`src/rtl/mem_pkg.sv`:
```
// Shared definitions for the mem_copier DMA block.
//   copier_state_t : FSM encoding (IDLE, READ, WRITE, FIN)
//   WORD_BYTES     : byte stride between consecutive 32-bit words
//   ALIGN_MASK     : low address bits that must be zero for word alignment
package mem_pkg;

  typedef enum logic [1:0] {
    IDLE  = 2'd0,
    READ  = 2'd1,
    WRITE = 2'd2,
    FIN   = 2'd3
  } copier_state_t;

  localparam int         WORD_BYTES = 4;
  localparam logic [1:0] ALIGN_MASK = 2'b11;

endpackage

```
`src/rtl/mmap_dev.sv`:
```
// Memory-mapped word bus shared between masters and RAM/ROM slaves.
//   addr : byte address (slaves use addr[31:2])
//   re   : read strobe; the slave updates rd on the following negedge
//   we   : write strobe; the write commits at the posedge ending the cycle
//   wd   : write data
//   rd   : read data from the slave
interface mmap_dev;
  logic [31:0] addr;
  logic        re;
  logic        we;
  logic [31:0] wd;
  logic [31:0] rd;

  modport master (output addr, output re, output we, output wd, input rd);
  modport slave  (input addr, input re, input we, input wd, output rd);
endinterface

```
`src/rtl/mem_copier_copy_buffer.sv`:
```
// copy_buffer: BURST x 32-bit register array holding one read burst until
// it is written back out.
//   clk     : system clock
//   wr_en   : store wr_data at wr_idx on the rising edge
//   wr_idx  : write slot
//   wr_data : word to store
//   rd_idx  : read slot
//   rd_data : word at rd_idx (combinational read of registered contents)
// Contents are not reset; every slot is written before it is read.
module copy_buffer #(
  parameter int BURST = 4,
  parameter int IDX_W = (BURST > 1) ? $clog2(BURST) : 1
) (
  input  logic             clk,
  input  logic             wr_en,
  input  logic [IDX_W-1:0] wr_idx,
  input  logic [31:0]      wr_data,
  input  logic [IDX_W-1:0] rd_idx,
  output logic [31:0]      rd_data
);

  logic [31:0] slot_r [BURST];

  // Capture one word per enabled cycle.
  always_ff @(posedge clk) begin
    if (wr_en) begin
      slot_r[wr_idx] <= wr_data;
    end
  end

  assign rd_data = slot_r[rd_idx];

endmodule

```
`src/rtl/mem_copier.sv`:
```
// mem_copier: bus-master DMA that copies len 32-bit words from src_addr to
// dst_addr in read-buffer-write bursts of up to BURST words.
//   clk, rst  : clock and synchronous active-high reset
//   start     : one-cycle request, only honoured in IDLE
//   src_addr  : word-aligned source byte address
//   dst_addr  : word-aligned destination byte address
//   len       : number of words to copy
//   busy      : high while reading or writing
//   done      : one-cycle completion pulse
//   err       : sticky misalignment flag, cleared by the next accepted start
//   iface     : mmap_dev master port
// All bus outputs are decoded from registers only; rd feeds just the buffer.
module mem_copier
  import mem_pkg::*;
#(
  parameter int BURST = 4,
  parameter int LEN_W = 16
) (
  input  logic             clk,
  input  logic             rst,
  input  logic             start,
  input  logic [31:0]      src_addr,
  input  logic [31:0]      dst_addr,
  input  logic [LEN_W-1:0] len,
  output logic             busy,
  output logic             done,
  output logic             err,
  mmap_dev.master          iface
);

  localparam int CNT_W = $clog2(BURST + 1);
  localparam int IDX_W = (BURST > 1) ? $clog2(BURST) : 1;

  copier_state_t    state_r;
  copier_state_t    state_next_s;
  logic [31:0]      src_ptr_r;
  logic [31:0]      dst_ptr_r;
  logic [LEN_W-1:0] remaining_r;
  logic [CNT_W-1:0] chunk_r;
  logic [CNT_W-1:0] idx_r;
  logic             err_r;

  logic             misaligned_s;
  logic             last_beat_s;
  logic [LEN_W-1:0] rem_dec_s;
  logic [31:0]      buf_rd_s;

  logic             re_s;
  logic             we_s;
  logic [31:0]      addr_s;
  logic [31:0]      wd_s;
  logic             busy_s;
  logic             done_s;

  // Size of the next burst: BURST words, or whatever is left if fewer.
  function automatic logic [CNT_W-1:0] chunk_of(input logic [LEN_W-1:0] words);
    if (words >= LEN_W'(BURST)) begin
      chunk_of = CNT_W'(BURST);
    end else begin
      chunk_of = CNT_W'(words);
    end
  endfunction

  assign misaligned_s = ((src_addr[1:0] & ALIGN_MASK) != 2'b00) ||
                        ((dst_addr[1:0] & ALIGN_MASK) != 2'b00);
  assign last_beat_s  = (idx_r == (chunk_r - CNT_W'(1)));
  assign rem_dec_s    = remaining_r - LEN_W'(1);

  copy_buffer #(
    .BURST (BURST),
    .IDX_W (IDX_W)
  ) u_buf (
    .clk     (clk),
    .wr_en   (state_r == READ),
    .wr_idx  (idx_r[IDX_W-1:0]),
    .wr_data (iface.rd),
    .rd_idx  (idx_r[IDX_W-1:0]),
    .rd_data (buf_rd_s)
  );

  // State register.
  always_ff @(posedge clk) begin
    if (rst) begin
      state_r <= IDLE;
    end else begin
      state_r <= state_next_s;
    end
  end

  // Next-state decode.
  always_comb begin
    state_next_s = state_r;
    case (state_r)
      IDLE: begin
        if (start) begin
          if (misaligned_s || (len == LEN_W'(0))) begin
            state_next_s = FIN;
          end else begin
            state_next_s = READ;
          end
        end else begin
          state_next_s = IDLE;
        end
      end
      READ: begin
        if (last_beat_s) begin
          state_next_s = WRITE;
        end else begin
          state_next_s = READ;
        end
      end
      WRITE: begin
        if (last_beat_s) begin
          if (rem_dec_s == LEN_W'(0)) begin
            state_next_s = FIN;
          end else begin
            state_next_s = READ;
          end
        end else begin
          state_next_s = WRITE;
        end
      end
      FIN:     state_next_s = IDLE;
      default: state_next_s = IDLE;
    endcase
  end

  // Pointers, counters and the sticky error flag.
  always_ff @(posedge clk) begin
    if (rst) begin
      src_ptr_r   <= 32'h0000_0000;
      dst_ptr_r   <= 32'h0000_0000;
      remaining_r <= LEN_W'(0);
      chunk_r     <= CNT_W'(0);
      idx_r       <= CNT_W'(0);
      err_r       <= 1'b0;
    end else begin
      case (state_r)
        IDLE: begin
          if (start) begin
            src_ptr_r   <= src_addr;
            dst_ptr_r   <= dst_addr;
            remaining_r <= len;
            chunk_r     <= chunk_of(len);
            idx_r       <= CNT_W'(0);
            err_r       <= misaligned_s;
          end
        end
        READ: begin
          src_ptr_r <= src_ptr_r + 32'(WORD_BYTES);
          idx_r     <= last_beat_s ? CNT_W'(0) : (idx_r + CNT_W'(1));
        end
        WRITE: begin
          dst_ptr_r   <= dst_ptr_r + 32'(WORD_BYTES);
          remaining_r <= rem_dec_s;
          if (last_beat_s) begin
            idx_r   <= CNT_W'(0);
            chunk_r <= chunk_of(rem_dec_s);
          end else begin
            idx_r <= idx_r + CNT_W'(1);
          end
        end
        default: begin
          idx_r <= idx_r;
        end
      endcase
    end
  end

  // Output decode from registered state.
  always_comb begin
    re_s   = 1'b0;
    we_s   = 1'b0;
    addr_s = 32'h0000_0000;
    wd_s   = 32'h0000_0000;
    busy_s = 1'b0;
    done_s = 1'b0;
    case (state_r)
      READ: begin
        re_s   = 1'b1;
        addr_s = src_ptr_r;
        busy_s = 1'b1;
      end
      WRITE: begin
        we_s   = 1'b1;
        addr_s = dst_ptr_r;
        wd_s   = buf_rd_s;
        busy_s = 1'b1;
      end
      FIN: begin
        done_s = 1'b1;
      end
      default: begin
        done_s = 1'b0;
      end
    endcase
  end

  assign iface.re   = re_s;
  assign iface.we   = we_s;
  assign iface.addr = addr_s;
  assign iface.wd   = wd_s;
  assign busy       = busy_s;
  assign done       = done_s;
  assign err        = err_r;

endmodule

```
`src/flat_wrapper.sv`:
```
// flat-port wrapper written by rule: the top's interface ports become plain ports
module mem_copier_flat import mem_pkg::*;
#(
  parameter int BURST = 4,
  parameter int LEN_W = 16
)
  (clk, rst, start, src_addr, dst_addr, len, busy, done, err, iface_addr, iface_re, iface_we, iface_wd, iface_rd);
  mmap_dev iface_i ();
  input  logic clk;
  input  logic rst;
  input  logic start;
  input  logic [31:0] src_addr;
  input  logic [31:0] dst_addr;
  input  logic [LEN_W-1:0] len;
  output logic busy;
  output logic done;
  output logic err;
  output wire logic [$bits(iface_i.addr)-1:0] iface_addr;
  output wire logic [$bits(iface_i.re)-1:0] iface_re;
  output wire logic [$bits(iface_i.we)-1:0] iface_we;
  output wire logic [$bits(iface_i.wd)-1:0] iface_wd;
  input wire logic [$bits(iface_i.rd)-1:0] iface_rd;
  assign iface_addr = iface_i.addr;
  assign iface_re = iface_i.re;
  assign iface_we = iface_i.we;
  assign iface_wd = iface_i.wd;
  assign iface_i.rd = iface_rd;
  mem_copier #(.BURST(BURST), .LEN_W(LEN_W)) u_core (.clk(clk), .rst(rst), .start(start), .src_addr(src_addr), .dst_addr(dst_addr), .len(len), .busy(busy), .done(done), .err(err), .iface(iface_i));
endmodule
```
`config.mk`:
```
export PLATFORM = sky130hd
export DESIGN_NAME = mem_copier_flat
export DESIGN_NICKNAME = d
export VERILOG_FILES = /design/src/rtl/mem_pkg.sv /design/src/rtl/mmap_dev.sv /design/src/rtl/mem_copier_copy_buffer.sv /design/src/rtl/mem_copier.sv /design/src/flat_wrapper.sv
export SDC_FILE = /design/constraint.sdc
export NUM_CORES = 1
export LEC_CHECK = 0
export BUFFER_PORTS_ARGS = -buffer_cell sky130_fd_sc_hd__buf_2
export CAP_MARGIN = 25
export CELL_PAD_IN_SITES_DETAIL_PLACEMENT = 1
export CELL_PAD_IN_SITES_GLOBAL_PLACEMENT = 1
export CORE_MARGIN = 5
export CORE_UTILIZATION = 44
export CTS_BUF_LIST = sky130_fd_sc_hd__clkbuf_16
export DETAILED_ROUTE_END_ITERATION = 12
export PLACE_DENSITY_LB_ADDON = 0.1
export SETUP_SLACK_MARGIN = 0.5
export SLEW_MARGIN = 20
export SYNTH_ARGS = -nofsm -noshare
export SYNTH_HDL_FRONTEND = slang
export SYNTH_SLANG_ARGS = --single-unit
```
`constraint.sdc`:
```
create_clock -name clk -period 3.6 [get_ports clk]
set_clock_uncertainty 0.15 [all_clocks]
set_input_delay 0.36 -clock clk [delete_from_list [all_inputs] [get_ports clk]]
set_output_delay 0.36 -clock clk [all_outputs]
set_load 0.01 [all_outputs]
```
### Yosys cells after proc, flatten, opt, wreduce, memory -nomap -nowiden

Memories as Yosys holds them, arrays and structs flattened. A register that Yosys moved wholly into a read port is not among the register bits.
Index checks and enable logic that the tools add are counted.

| word-level totals | value |
|---|---|
| register bits | 89 |
| bits of input ports | 115 |
| memories kept | 1 |
| RAM bits | 128 |
| output and inout port bits | 69 |

Memory list:

| name | words | width | read ports | clocked after memory_dff | write ports | line | source |
|---|---|---|---|---|---|---|---|
| u_core.u_buf.slot_r | 4 | 32 | 1 | 1 | 1 | mem_copier_copy_buffer.sv:22 | `logic [31:0] slot_r [BURST];` |

| cells by class | value |
|---|---|
| reductions and logical operators | 16 |
| mux-type cells | 29 |
| eq/ne operators | 6 |
| magnitude comparators | 2 |
| add/sub/neg operators | 5 |

Operator list:

| operator | count |
|---|---|
| $pmux W32 S2 | 3 |
| $mux W32 | 3 |
| $add A32 B3 Y32 const B | 2 |
| $ge A16 B3 Y1 const B | 2 |
| $logic_not A16 Y1 | 2 |
| $pmux W16 S2 | 1 |
| $mux W3 | 6 |
| $mux W16 | 1 |
| $sub A16 B1 Y16 const B | 1 |
| $mux W2 | 7 |
| $pmux W3 S2 | 2 |
| $reduce_bool A2 Y1 | 5 |
| $pmux W2 S4 | 1 |
| $reduce_and A2 Y1 | 4 |
| $mux W1 | 5 |
| $eq A2 B2 Y1 const B | 2 |
| $add A3 B1 Y3 const B | 1 |
| $eq A3 B3 Y1 | 1 |
| $reduce_and A3 Y1 | 1 |
| $sub A3 B1 Y3 const B | 1 |
| $eq A2 B1 Y1 const B | 1 |
| $logic_not A2 Y1 | 1 |
| $logic_or A1 B1 Y1 | 2 |
| $ne A2 B1 Y1 const B | 1 |
| 2 further kinds | 2 |

### Longest topological paths before layout

Gate-level depths: netlist of run 1.

| depth | value |
|---|---|
| depth in word-level cells | 6 |
| depth in mapped cells | 10 |
| depth with buffers taken out | 8 |

### Cells and area by module

From an unflattened synthesis of run 1, not the netlist that was laid out.

| second synthesis, totals | value |
|---|---|
| cells, all modules | 1055 |
| area total of the unflattened synthesis | 10990.5 µm² |

Modules (own cells, without submodules):

| module | instances | area each (µm²) | cells an instance | seq. area each (µm²) |
|---|---|---|---|---|
| mem_copier | 1 | 6301.0 | 884 | 1781.7 |
| copy_buffer | 1 | 4689.5 | 171 | 3843.7 |

### Worst setup path before layout of run 1

OpenSTA, ideal clock, no wires.

| path | value |
|---|---|
| path kind | flip-flop to flip-flop |
| start | register u_core.state_r[1] |
| end | memory u_core.u_buf.slot_r[3][0], enable pin |
| path buffers | 2 |
| data arrival time | 2.015 ns |
| slack | 1.043 ns |
| clock period less this slack | 2.557 ns |
| cell stages (with the launch flop) | 6 |
| library setup time | 0.392 ns |
| path through | dfxtp_1 > inv_1 > ha_1 > clkbuf_1 > clkbuf_1 > and2_1 |

| on the way | value |
|---|---|
| cells in the longest elaborated chain, start to end | 3 |

RTL lines:

| item | line | source |
|---|---|---|
| from (decl) | mem_copier.sv:34 | `copier_state_t state_r;` |
| from (signal assigned) | mem_copier.sv:86 | `state_r <= state_next_s;` |
| $eq A2 B1 Y1 | -- |  |
| $mux W1 | -- |  |
| named net iface_re | flat_wrapper.sv:19 | `output wire logic [$bits(iface_i.re)-1:0] iface_re;` |
| $mux W1 (implied by the code) | mem_copier_copy_buffer.sv:27 | `slot_r[wr_idx] <= wr_data;` |
| to (decl) | mem_copier_copy_buffer.sv:22 |  |

The timed path passes the listed nets, and every way through them passes these cells.

### Worst setup path after layout of run 1

| path | value |
|---|---|
| start | register u_core.state_r[0] |
| end | output port iface_addr[7] |

| on the way | value |
|---|---|
| cells in the longest elaborated chain, start to end | 2 |

RTL lines:

| item | line | source |
|---|---|---|
| $eq A2 B2 Y1 / $eq A2 B1 Y1 (equally long branches) | mem_copier.sv:178 | `case (state_r)` |
| $pmux W32 S2 (*) | mem_copier.sv:178 |  |
| to (decl) | flat_wrapper.sv:18 | `output wire logic [$bits(iface_i.addr)-1:0] iface_addr;` |

Every way passes the cells marked *; elsewhere a longest branch is shown, timed or not.

==> results of run 1 <==
-- registers in the layout (all words and copies together) (netlist names), named ones only --
| register | cells |
|---|---|
| u_core.u_buf.slot_r | 128 |
| u_core.chunk_r | 3 |
| u_core.remaining_r | 16 |
| u_core.idx_r | 3 |
| u_core.err | 1 |
| u_core.dst_ptr_r | 32 |
| u_core.src_ptr_r | 32 |
| u_core.state_r | 2 |
-- tightest hold or removal path: stages --
cell and delay [ps]:
buf_2 90, mux2i_1 120, a211oi_1 80
-- power by group through the flow --
stage                     combinational, uW  clock [uW]  sequential, uW
after floorplan                         930           0            3010
after CTS                              1340        2580            3060
after global routing                   1500        2700            3090
after detailed placement               1300           0            3110
after global placement                 1270           0            3100
final                                  1350        2520            3070
-- through the flow --
stage	worst slack [ps]	total power, uW	area, um^2	hold WS (ps)
floorplan	1043	3942	11070	306.6
CTS	550.1	6982	13490	2.603
finish	685.9	6940	13540	24.05
global route	498.7	7289	13540	16.61
detailed placement	740.5	4412	12280	335.0
global placement	803.5	4376	12280	320.4
-- final timing paths --
path                            start  slack (ps)              endpoint  depth (start not counted)
hold / removal            dst_addr[3]          20   u_core.dst_ptr_r[3]                          3
setup / recovery    u_core.state_r[0]         690         iface_addr[7]                          7
hold reg to reg   u_core.src_ptr_r[0]         340   u_core.src_ptr_r[0]                          2
setup reg to reg    u_core.state_r[1]         760  u_core.src_ptr_r[27]                          7
-- cells in the mapped netlist (all sizes together), types with 4 or more instances --
cell type / n / area share (%)
nor2b: 41 / 2.3
a21oi: 72 / 3.3
dfxtp: 91 / 16
and3: 10 / 0.57
nand2: 86 / 2.9
nor2: 86 / 2.9
and2: 39 / 2.2
nor3b: 6 / 0.41
and4: 4 / 0.34
ha: 14 / 1.6
or2: 5 / 0.28
inv: 16 / 0.54
nor3: 35 / 1.7
a21o: 16 / 1.1
nand2b: 8 / 0.45
or4: 6 / 0.44
mux2i: 5 / 0.45
nand4: 15 / 0.98
nand3: 36 / 1.6
a22oi: 43 / 2.9
nor4: 13 / 0.79
edfxtp: 128 / 35
o22ai: 11 / 0.62
mux4: 32 / 6.5
o31ai: 9 / 0.61
a211oi: 18 / 1.2
o21a: 4 / 0.27
clkbuf: 72 / 2.4
nand4b: 4 / 0.32
buf: 11 / 0.53
a31oi: 12 / 0.68
o2bb2ai: 5 / 0.40
a311oi: 9 / 0.71
o21ai: 60 / 2.7
or3: 9 / 0.51
-- metal layers --
metal | GRT usage [%] | vias to the layer above | wire length (um)
li1 | - | 4450 | -
met1 | 33.29 | 4552 | 15400
met2 | 39.31 | 217 | 16370
met3 | 2.826 | 51 | 1584
met4 | 5.505 | 2 | 726
met5 | 0 | - | 7
-- logic make-up (layout without fill, tap and decap cells) --
family                     after synthesis  in the layout  share of synthesized area, %
AOI/OAI and AO/OA                      290            290                         16.97
and+or+nand+nor                        408            408                         19.16
muxes                                   39             39                         7.166
buffers and inverters                  101            307                         3.583
xor gates and xnor gates                 3              3                        0.3617
other                                    0              1                             0
adders and majority gates               14             14                         1.582
DFF                                    219            219                         51.18
-- area by class of cell --
type	instances	area share [%]
clock inverters	20	1.387
inverters	18	0.4992
multi-input cells	754	37.28
repair buffers	244	11.28
clock buffers	25	4.622
well taps	330	3.050
diodes	1	0.01849
flip-flops and latches	219	41.87
-- what timing repair did --
item	4_1_cts	5_1_grt
endpoints found under the hold margin	136	0
resized for setup	1	3
endpoints found under the setup margin	15	24
hold buffers	40	0
==> summary.txt, run 1 <==
Worst setup path
  – Slowest-stage cell, CP: buf_6
  – CP Class: reg2out
  – Worst-path fanout max: 67
  – Critical path arrival: 2400 ps
  – Setup crit end kind: output pin
  – Cell mode on critical path: buf_6
  – Cells along the critical path: inv_1 -> ha_4 -> buf_6 -> buf_6 -> a22oi_1 -> nor2b_1 -> buf_2
  – Critical Path Start Type: flop
  – Worst Path Buf+Inv: 4
  – Critical Path RT: 3090 ps
  – Max incr delay on CP: 430 ps
  – CP top delay family: buffers and inverters

Clocking
  – # clock sinks: 219
  – Clock-pin slew on the worst setup and hold paths: 60 ps
  – H-tree depth: 1
  – Root Buffer: clkbuf_16
  – Latest clock arrival within the worst-skew pair: 530 ps
  – CTS tree: done
  – Clock Tree Buf Depth: 3
  – Num CTS Buffers: 25
  – Post-CTS setup buffers: 0

Synthesis
  – Seq/Total Area, Yosys: 51.18%
  – Synth Instances: 1074
  – Mapped cell area: 11070 um^2
  – Async SR Flop Fraction: 0%
  – Synth Warn #: 0
  – Avg Inst Size Synth: 10.31 um^2
  – Synth cell types: 72
  – Ys flop type: edfxtp_1
  – FF+latch count, synth: 219
  – Syn nets: 1203
  – Post-synth EDFFs: 128

Placement
  – Final Wtd Congestion: 0.8456
  – PortBufs: 183
  – DP HPWL: 22630 um
  – Placed cell count: 1524

Timing
  – Fin. max-slew vios: 0
  – Setup TNS: 0 ps
  – Worst Tran Pin Value: 885.3 ps
  – Setup violators final: 0
  – Relative slew slack: 40.98%
  – Crit path time final: 2914 ps
  – Max Freq: 343.2 MHz
  – RSZ-0062 raised after global routing: yes
  – Tcrit/Tclk final: 80.95%
  – Hold Vio Cnt, Final: 0

Cells and area
  – FF/Latch Area: 5667 um^2
  – Most common cell after layout, fill and taps aside: buf_2
  – Area of the multi-input gates: 5046 um^2
  – Syn-to-layout area delta: 22.28%
  – Nets@finish: 1391
  – Post-layout util: 54.22%
  – Non-filler cells, final: 1611
  – Layout cells sized above 1: 23.44%
  – Fillcell total: 2844
  – Most frequent cells in the layout: buf_2, edfxtp_1, dfxtp_1

Drt
  – Final wirelength: 34080 um
  – Routed len/inst: 21.16 um
  – DR DRC count: 0
  – DR vias/cell: 5.755
  – Routed Antenna Nets: 0
  – Vias: 9272
  – Initial DRC Count: 611
  – DRT Pass-1 Iters: 5

Power and ir drop
  – Leak pwr: 0.004907 uW
  – Logic pwr share: 19.5%
  – Worst VDD drop: 414.2 uV
  – Clock share of power: 36.3%
  – Sw frac: 29.35%
  – Psw: 2037 uW
  – PD cells: 512.7 nW/um^2
  – Internal: 4903 uW
  – Sequential power share: 44.2%

Global routing
  – Initial antenna violation count: 2
  – Largest net degree at the start of global routing: 85
  – Vias in the first global route: 9592
  – Tot GR Track Use: 23.60%
  – First-pass GRT wire length: 54050 um
  – Remaining Overflow, GRT: 0

Floorplan
  – Initial Util: 44.34%
  – I/O pin total: 184
  – Die Height: 168.6 um
  – Die Area: 28430 um^2
  – Core area: 24960 um^2
  – Die X-Extent: 168.6 um
  – Row count: 58

Status
  – Status: finished, final reports clean

Worst hold path
  – HP Class: in2reg

Job
  – MaxCap Viol Count: 0
No activity file was read; power rests on OpenSTA's default activity.
==> run 2, diff against run 1 <==
--- a/config.mk
+++ b/config.mk
@@ -10,7 +10,7 @@
 export CELL_PAD_IN_SITES_DETAIL_PLACEMENT = 1
 export CELL_PAD_IN_SITES_GLOBAL_PLACEMENT = 1
 export CORE_MARGIN = 5
-export CORE_UTILIZATION = 44
+export CORE_UTILIZATION = 40
 export CTS_BUF_LIST = sky130_fd_sc_hd__clkbuf_16
 export DETAILED_ROUTE_END_ITERATION = 12
 export PLACE_DENSITY_LB_ADDON = 0.1
==> constraint.sdc (replaced) <==
create_clock -name clk -period 2.6 [get_ports clk]
set_clock_uncertainty 0.15 [all_clocks]
set_input_delay 0.26 -clock clk [delete_from_list [all_inputs] [get_ports clk]]
set_output_delay 0.26 -clock clk [all_outputs]
set_load 0.01 [all_outputs]
==> run 2 against run 1 <==
Against the previous run: non-clock buffer count up 202; highest routed layer unchanged; global-route usage up 2.5 points; critical endpoint is now iface_addr[19]; clock power up 52%; first-iteration DRC count up 43%; core utilization up 11 points; sequential share of layout area down 9.3 points; final cell count up 15%.
==> summary.txt, run 2 (same netlist as run 1, synthesis figures left out) <==
Status
  – Status: finished, final reports clean (unchanged)

Cells and area
  – Post-layout util: 65.18% (was 54.22%)
  – Area of the multi-input gates: 6141 um^2 (was 5046 um^2)
  – FF/Latch Area: 5752 um^2 (was 5667 um^2)
  – Layout cells sized above 1: 45.29% (was 23.44%)
  – Final Cell Area: 17670 um^2 (was 13540 um^2)
  – Syn-to-layout area delta: 59.59% (was 22.28%)
  – Non-filler cells, final: 1859 (was 1611)
  – Nets@finish: 1595 (was 1391)
  – Largest register by flop count: u_core.u_buf.slot_r (unchanged)
  – Largest registers: u_core.u_buf.slot_r x128, u_core.dst_ptr_r x32, u_core.src_ptr_r x32 (unchanged)
  – Most frequent cells in the layout: buf_2, edfxtp_1, dlygate4sd3_1 (was buf_2, edfxtp_1, dfxtp_1)
  – Max reg flops: 128 (unchanged)
  – Fillcell total: 2728 (was 2844)
  – Most common cell after layout, fill and taps aside: buf_2 (unchanged)

Placement
  – Placed cell areas: 12740 um^2 (was 12280 um^2)
  – DP HPWL: 23860 um (was 22630 um)
  – Placed cell count: 1596 (was 1524)
  – Final Wtd Congestion: 0.8516 (was 0.8456)
  – PortBufs: 183 (unchanged)

Worst setup path
  – Setup crit end kind: output pin (unchanged)
  – Worst Path Buf+Inv: 4 (unchanged)
  – Slowest-stage cell, CP: dfxtp_4 (was buf_6)
  – Cells along the critical path: inv_4 -> ha_4 -> buf_4 -> buf_12 -> a22oi_2 -> nor2b_1 -> buf_2 (was inv_1 -> ha_4 -> buf_6 -> buf_6 -> a22oi_1 -> nor2b_1 -> buf_2)
  – Worst-path fanout max: 12 (was 67)
  – Critical path arrival: 2030 ps (was 2400 ps)
  – CP Class: reg2out (unchanged)
  – CP startpoint: u_core.state_r[1] (was u_core.state_r[0])
  – Critical Path RT: 2190 ps (was 3090 ps)
  – CP top delay family: buffers and inverters (unchanged)
  – Max incr delay on CP: 370 ps (was 430 ps)
  – Critical Path Start Type: flop (unchanged)
  – Worst reg2reg path startpoint: u_core.dst_ptr_r[3] (was u_core.state_r[1])

Global routing
  – Initial antenna violation count: 2 (unchanged)
  – Remaining Overflow, GRT: 0 (unchanged)
  – Largest net degree at the start of global routing: 68 (was 85)
  – Tot GR Track Use: 26.07% (was 23.60%)
  – First-pass GRT wire length: 64290 um (was 54050 um)
  – Vias in the first global route: 11.05k (was 9592)

Clocking
  – H-tree depth: 1 (unchanged)
  – CTS tree: done (unchanged)
  – Root Buffer: clkbuf_16 (unchanged)
  – Latest clock arrival within the worst-skew pair: 540 ps (was 530 ps)
  – Clock Tree Buf Depth: 3 (unchanged)
  – Num CTS Buffers: 26 (was 25)
  – # clock sinks: 219 (unchanged)
  – Clock-pin slew on the worst setup and hold paths: 60 ps (about the same)

Worst hold path
  – HP Class: in2reg (unchanged)
  – Worst Hold Launch: src_addr[7] (was dst_addr[3])

Power and ir drop
  – Leak pwr: 0.006545 uW (was 0.004907 uW)
  – Worst VDD drop: 569.2 uV (was 414.2 uV)
  – Sw frac: 31.49% (was 29.35%)
  – Psw: 3717 uW (was 2037 uW)
  – Logic pwr share: 31.2% (was 19.5%)
  – Tot Pwr: 11800 uW (was 6940 uW)
  – Clock share of power: 32.4% (was 36.3%)
  – Sequential power share: 36.4% (was 44.2%)
  – PD cells: 668.1 nW/um^2 (was 512.7 nW/um^2)
  – Internal: 8086 uW (was 4903 uW)

Timing
  – Setup violators final: 0 (unchanged)
  – Hold Vio Cnt, Final: 0 (unchanged)
  – Relative slew slack: 64.01% (was 40.98%)
  – Worst Tran Pin Value: 539.9 ps (was 885.3 ps)
  – Fin. max-slew vios: 0 (unchanged)
  – Tcrit/Tclk final: 93.70%
  – Crit path time final: 2436 ps
  – Setup TNS: 0 ps (unchanged)
  – Max Freq: 410.5 MHz
  – RSZ-0062 raised after global routing: yes (unchanged)

Floorplan
  – Die Area: 31100 um^2 (was 28430 um^2)
  – Core area: 27100 um^2 (was 24960 um^2)
  – I/O pin total: 184 (unchanged)
  – Row count: 60 (was 58)
  – Die Height: 176.4 um (was 168.6 um)
  – Initial Util: 40.84% (was 44.34%)
  – Die X-Extent: 176.4 um (was 168.6 um)

Job
  – MaxCap Viol Count: 0 (unchanged)

Drt
  – DR vias/cell: 6.064 (was 5.755)
  – Routed len/inst: 26.82 um (was 21.16 um)
  – DRT Pass-1 Iters: 7 (was 5)
  – Routed Antenna Nets: 0 (unchanged)
  – Initial DRC Count: 875 (was 611)
  – Vias: 11.27k (was 9272)
  – DR DRC count: 0 (unchanged)
  – Final wirelength: 49860 um (was 34080 um)
-- run 2: layout make-up --
| type | instances | area share, % |
|---|---|---|
| Antenna cell | 1 | 0.01417 |
| Clock buffer | 27 | 3.825 |
| Clock inverter | 21 | 1.183 |
| Inverter | 18 | 0.5241 |
| Multi-Input combinational cell | 755 | 34.76 |
| Sequential cell | 219 | 32.56 |
| Tap cell | 372 | 2.635 |
| Timing Repair Buffer | 446 | 24.50 |
-- run 2: path summary, 6_finish.rpt --
kind	end	slack, ps	cells after the start
worst max-delay path	iface_addr[19]	160	7
worst min-delay path	u_core.src_ptr_r[7]	10	4
worst max register to register	u_core.dst_ptr_r[25]	210	6
worst min register to register	u_core.err	340	2
-- run 2: worst register-to-register path, delay by kind of cell, from the launching register on --
family          cells  cell delay (ps)
compound gates      3              740
flops               1              410
simple gates        3              950
-- run 2: power groups by stage --
stage               Combinational, uW  Clock, uW  Sequential [uW]
floorplan                        1340          0             4170
global placement                 1960          0             4280
detailed placement               1990          0             4290
CTS                              2940       3820             4220
global route                     3850       4030             4310
finish                           3680       3830             4300
-- run 2: timing repair --
| action | CTS | global route |
|---|---|---|
| cloned | 21 | 9 |
| hold endpoints to repair | 181 | 0 |
| pin swaps | 46 | 76 |
| resized for setup | 168 | 224 |
| hold buffers | 85 | 0 |
| buffers inserted | 61 | 38 |
| endpoints found under the setup margin | 133 | 160 |
-- run 2: through the flow --
| step | setup slack [ps] | hold slack (ps) |
|---|---|---|
| 6_report | 163.7 | 12.05 |
| 5_1_grt | 144.4 | 33.28 |
| 2_1_floorplan | 366.9 | 208.9 |
| 3_5_place_dp | 191.6 | 328.3 |
| 3_3_place_gp | 192.8 | 320.7 |
| 4_1_cts | 199.7 | 0.07222 |
-- run 2: layer usage --
metal / up-vias / part of all wire [%] / global-route usage [%] / wire length (um)
met5: - / 0.026 / 0 / 13
met4: 2 / 3.9 / 6.899 / 1931
met2: 570 / 49 / 44.24 / 24550
met3: 145 / 6.9 / 3.597 / 3438
met1: 5678 / 40 / 35.35 / 19930
li1: 4878 / - / - / -
==> run 3, diff against run 2 <==
--- a/config.mk
+++ b/config.mk
@@ -5,7 +5,7 @@
 export SDC_FILE = /design/constraint.sdc
 export NUM_CORES = 1
 export LEC_CHECK = 0
-export BUFFER_PORTS_ARGS = -buffer_cell sky130_fd_sc_hd__buf_2
+export BUFFER_PORTS_ARGS = -buffer_cell sky130_fd_sc_hd__buf_4
 export CAP_MARGIN = 25
 export CELL_PAD_IN_SITES_DETAIL_PLACEMENT = 1
 export CELL_PAD_IN_SITES_GLOBAL_PLACEMENT = 1
==> run 3 against run 2 <==
Against the previous run: first-iteration DRC count grew 23%; sequential power is essentially flat; sequential share of layout area shrank 0.33 points; worst hold slack worse by 0.77 ps; via count down 0.21%; sequential cell count unchanged; wire length decreased by 0.30%; critical path depth shrank 2; global-route usage is 0.070 points lower; cell area rose by 0.92%; clock-buffer cell count is the same; total power increased by 0.95%; critical endpoint is now iface_wd[22].
==> summary.txt, run 3 (same netlist as run 1, synthesis figures left out) <==
Status
  – Status: finished, final reports clean (unchanged)

Clocking
  – # clock sinks: 219 (unchanged)
  – CTS tree: done (unchanged)
  – Num CTS Buffers: 26 (unchanged)
  – H-tree depth: 1 (unchanged)
  – Root Buffer: clkbuf_16 (unchanged)
  – Latest clock arrival within the worst-skew pair: 540 ps (about the same)
  – Clock Tree Buf Depth: 3 (unchanged)
  – Clock-pin slew on the worst setup and hold paths: 70 ps (was 60 ps)

Worst setup path
  – Critical Path Start Type: flop (unchanged)
  – Worst-path fanout max: 8 (was 12)
  – Critical Path RT: 2190 ps (about the same)
  – Setup crit end kind: output pin (unchanged)
  – Critical path arrival: 2050 ps (was 2030 ps)
  – CP Class: reg2out (unchanged)
  – Slowest-stage cell, CP: mux4_2 (was dfxtp_4)
  – Max incr delay on CP: 550 ps (was 370 ps)
  – Cells along the critical path: buf_6 -> buf_12 -> mux4_2 -> and2_4 -> buf_6 (was inv_4 -> ha_4 -> buf_4 -> buf_12 -> a22oi_2 -> nor2b_1 -> buf_2)
  – Cell mode on critical path: buf_6

Placement
  – PortBufs: 183 (unchanged)
  – Placed cell areas: 13150 um^2 (was 12740 um^2)
  – Placed cell count: 1593 (was 1596)
  – Final Wtd Congestion: 0.8420 (was 0.8516)
  – DP HPWL: 23710 um (was 23860 um)

Job
  – MaxCap Viol Count: 0 (unchanged)

Drt
  – Final wirelength: 49710 um (was 49860 um)
  – Vias: 11.25k (was 11.27k)
  – DRT Pass-1 Iters: 5 (was 7)
  – DR DRC count: 0 (unchanged)
  – Initial DRC Count: 1075 (was 875)
  – DR vias/cell: 6.048 (was 6.064)
  – Routed Antenna Nets: 0 (unchanged)
  – Routed len/inst: 26.73 um (was 26.82 um)

Timing
  – Fin. max-slew vios: 0 (unchanged)
  – Max Freq: 405.8 MHz (was 410.5 MHz)
  – Crit path time final: 2464 ps (was 2436 ps)
  – Worst Tran Pin Value: 616.6 ps (was 539.9 ps)
  – Setup violators final: 0 (unchanged)
  – Hold Vio Cnt, Final: 0 (unchanged)
  – Setup TNS: 0 ps (unchanged)
  – Tcrit/Tclk final: 94.78% (was 93.70%)
  – RSZ-0062 raised after global routing: yes (unchanged)
  – Relative slew slack: 58.64% (was 64.01%)

Cells and area
  – Final Cell Area: 17830 um^2 (was 17670 um^2)
  – Max reg flops: 128 (unchanged)
  – Area of the multi-input gates: 5946 um^2 (was 6141 um^2)
  – Most frequent cells in the layout: buf_4, edfxtp_1, dlygate4sd3_1 (was buf_2, edfxtp_1, dlygate4sd3_1)
  – Largest register by flop count: u_core.u_buf.slot_r (unchanged)
  – Syn-to-layout area delta: 61.06% (was 59.59%)
  – Layout cells sized above 1: 45.09% (was 45.29%)
  – Nets@finish: 1597 (was 1595)
  – Most common cell after layout, fill and taps aside: buf_4 (was buf_2)
  – Post-layout util: 65.78% (was 65.18%)
  – FF/Latch Area: 5747 um^2 (was 5752 um^2)
  – Fillcell total: 2662 (was 2728)
  – Largest registers: u_core.u_buf.slot_r x128, u_core.dst_ptr_r x32, u_core.src_ptr_r x32 (unchanged)
  – Non-filler cells, final: 1860 (was 1859)

Floorplan
  – Core area: 27100 um^2 (unchanged)
  – Row count: 60 (unchanged)
  – Die Area: 31100 um^2 (unchanged)
  – Die X-Extent: 176.4 um (unchanged)
  – I/O pin total: 184 (unchanged)
  – Die Height: 176.4 um (unchanged)
  – Initial Util: 40.84% (unchanged)

Power and ir drop
  – Leak pwr: 0.006593 uW (was 0.006545 uW)
  – Logic pwr share: 30.7% (was 31.2%)
  – Sequential power share: 36.1% (was 36.4%)
  – PD cells: 668.4 nW/um^2 (was 668.1 nW/um^2)
  – Tot Pwr: 11920 uW (was 11800 uW)
  – Clock share of power: 33.2% (was 32.4%)
  – Internal: 8224 uW (was 8086 uW)
  – Psw: 3692 uW (was 3717 uW)
  – Sw frac: 30.98% (was 31.49%)
  – Worst VDD drop: 627.9 uV (was 569.2 uV)

Global routing
  – Tot GR Track Use: 26.00% (was 26.07%)
  – Gr busiest metal: met2 (unchanged)
  – Largest net degree at the start of global routing: 46 (was 68)
  – Vias in the first global route: 11.16k (was 11.05k)
  – Initial antenna violation count: 2 (unchanged)
  – Routing usage on met3: 3.833% (was 3.597%)
  – M1 GR Usage: 34.81% (was 35.35%)
  – Remaining Overflow, GRT: 0 (unchanged)
  – Met2 Usage GRT: 43.87% (was 44.24%)
  – First-pass GRT wire length: 63960 um (was 64290 um)

Worst hold path
  – HP Class: in2reg (unchanged)
run 3: cell types whose count changed in the layout (fill, tap and decap cells not counted), sizes merged, moves of 3 or more:
cell and delta:
clkinvlp -4, buf +3, bufbuf -4, clkbuf +3
run 3: worst paths after layout:
kind                                            end  cells past startpoint  slack (ps)                   from
worst max-delay path                   iface_wd[22]                      5         140                   flop
worst min-delay path            u_core.src_ptr_r[7]                      4          10            src_addr[7]
worst max register to register    u_core.chunk_r[1]                      8         250  u_core.remaining_r[0]
worst min register to register    u_core.chunk_r[2]                      1         360      u_core.chunk_r[2]
run 3: layer usage:
metal,part of all wire [%],vias to the layer above
met3,6.2,154
met4,4.7,0
met1,40,5684
met5,0,-
li1,-,4873
met2,49,538
run 3: critical path, delay by kind of cell (launching register included):
family / cells / cell delay [ps]
simple gates: 1 / 190
mux: 1 / 550
buf+inv: 3 / 370
flops: 1 / 400
run 3: timing repair:
item | CTS | global route
cloned | 13 | 13
endpoints found under the setup margin | 141 | 132
buffers inserted | 52 | 55
hold endpoints to repair | 183 | 0
resized for setup | 188 | 191
hold buffers | 86 | 0
pin swaps | 38 | 75
run 3: metrics by stage:
stage | setup WS (ps) | hold slack [ps]
3_5_place_dp | 158.9 | 313.1
3_3_place_gp | 170.4 | 312.0
6_report | 135.8 | 11.27
2_1_floorplan | 366.9 | 208.9
4_1_cts | 198.0 | 1.968
5_1_grt | 80.91 | 25.06
run 3: power by group through the flow:
stage	combinational (uW)	sequential [uW]	clock, uW
3_5_place_dp	2050	4290	0
5_1_grt	3840	4310	4160
2_1_floorplan	1340	4170	0
6_report	3660	4300	3960
4_1_cts	2810	4220	3940
3_3_place_gp	2020	4280	0
run 3: cell type report:
class / instances / share of cell area [%]
antenna: 2 / 0.02807
clock buffer: 27 / 3.790
clock inverter: 19 / 1.270
inverter: 18 / 0.4702
multi-input combinational: 754 / 33.35
sequential: 219 / 32.23
tap: 372 / 2.611
timing repair buffer: 449 / 26.25
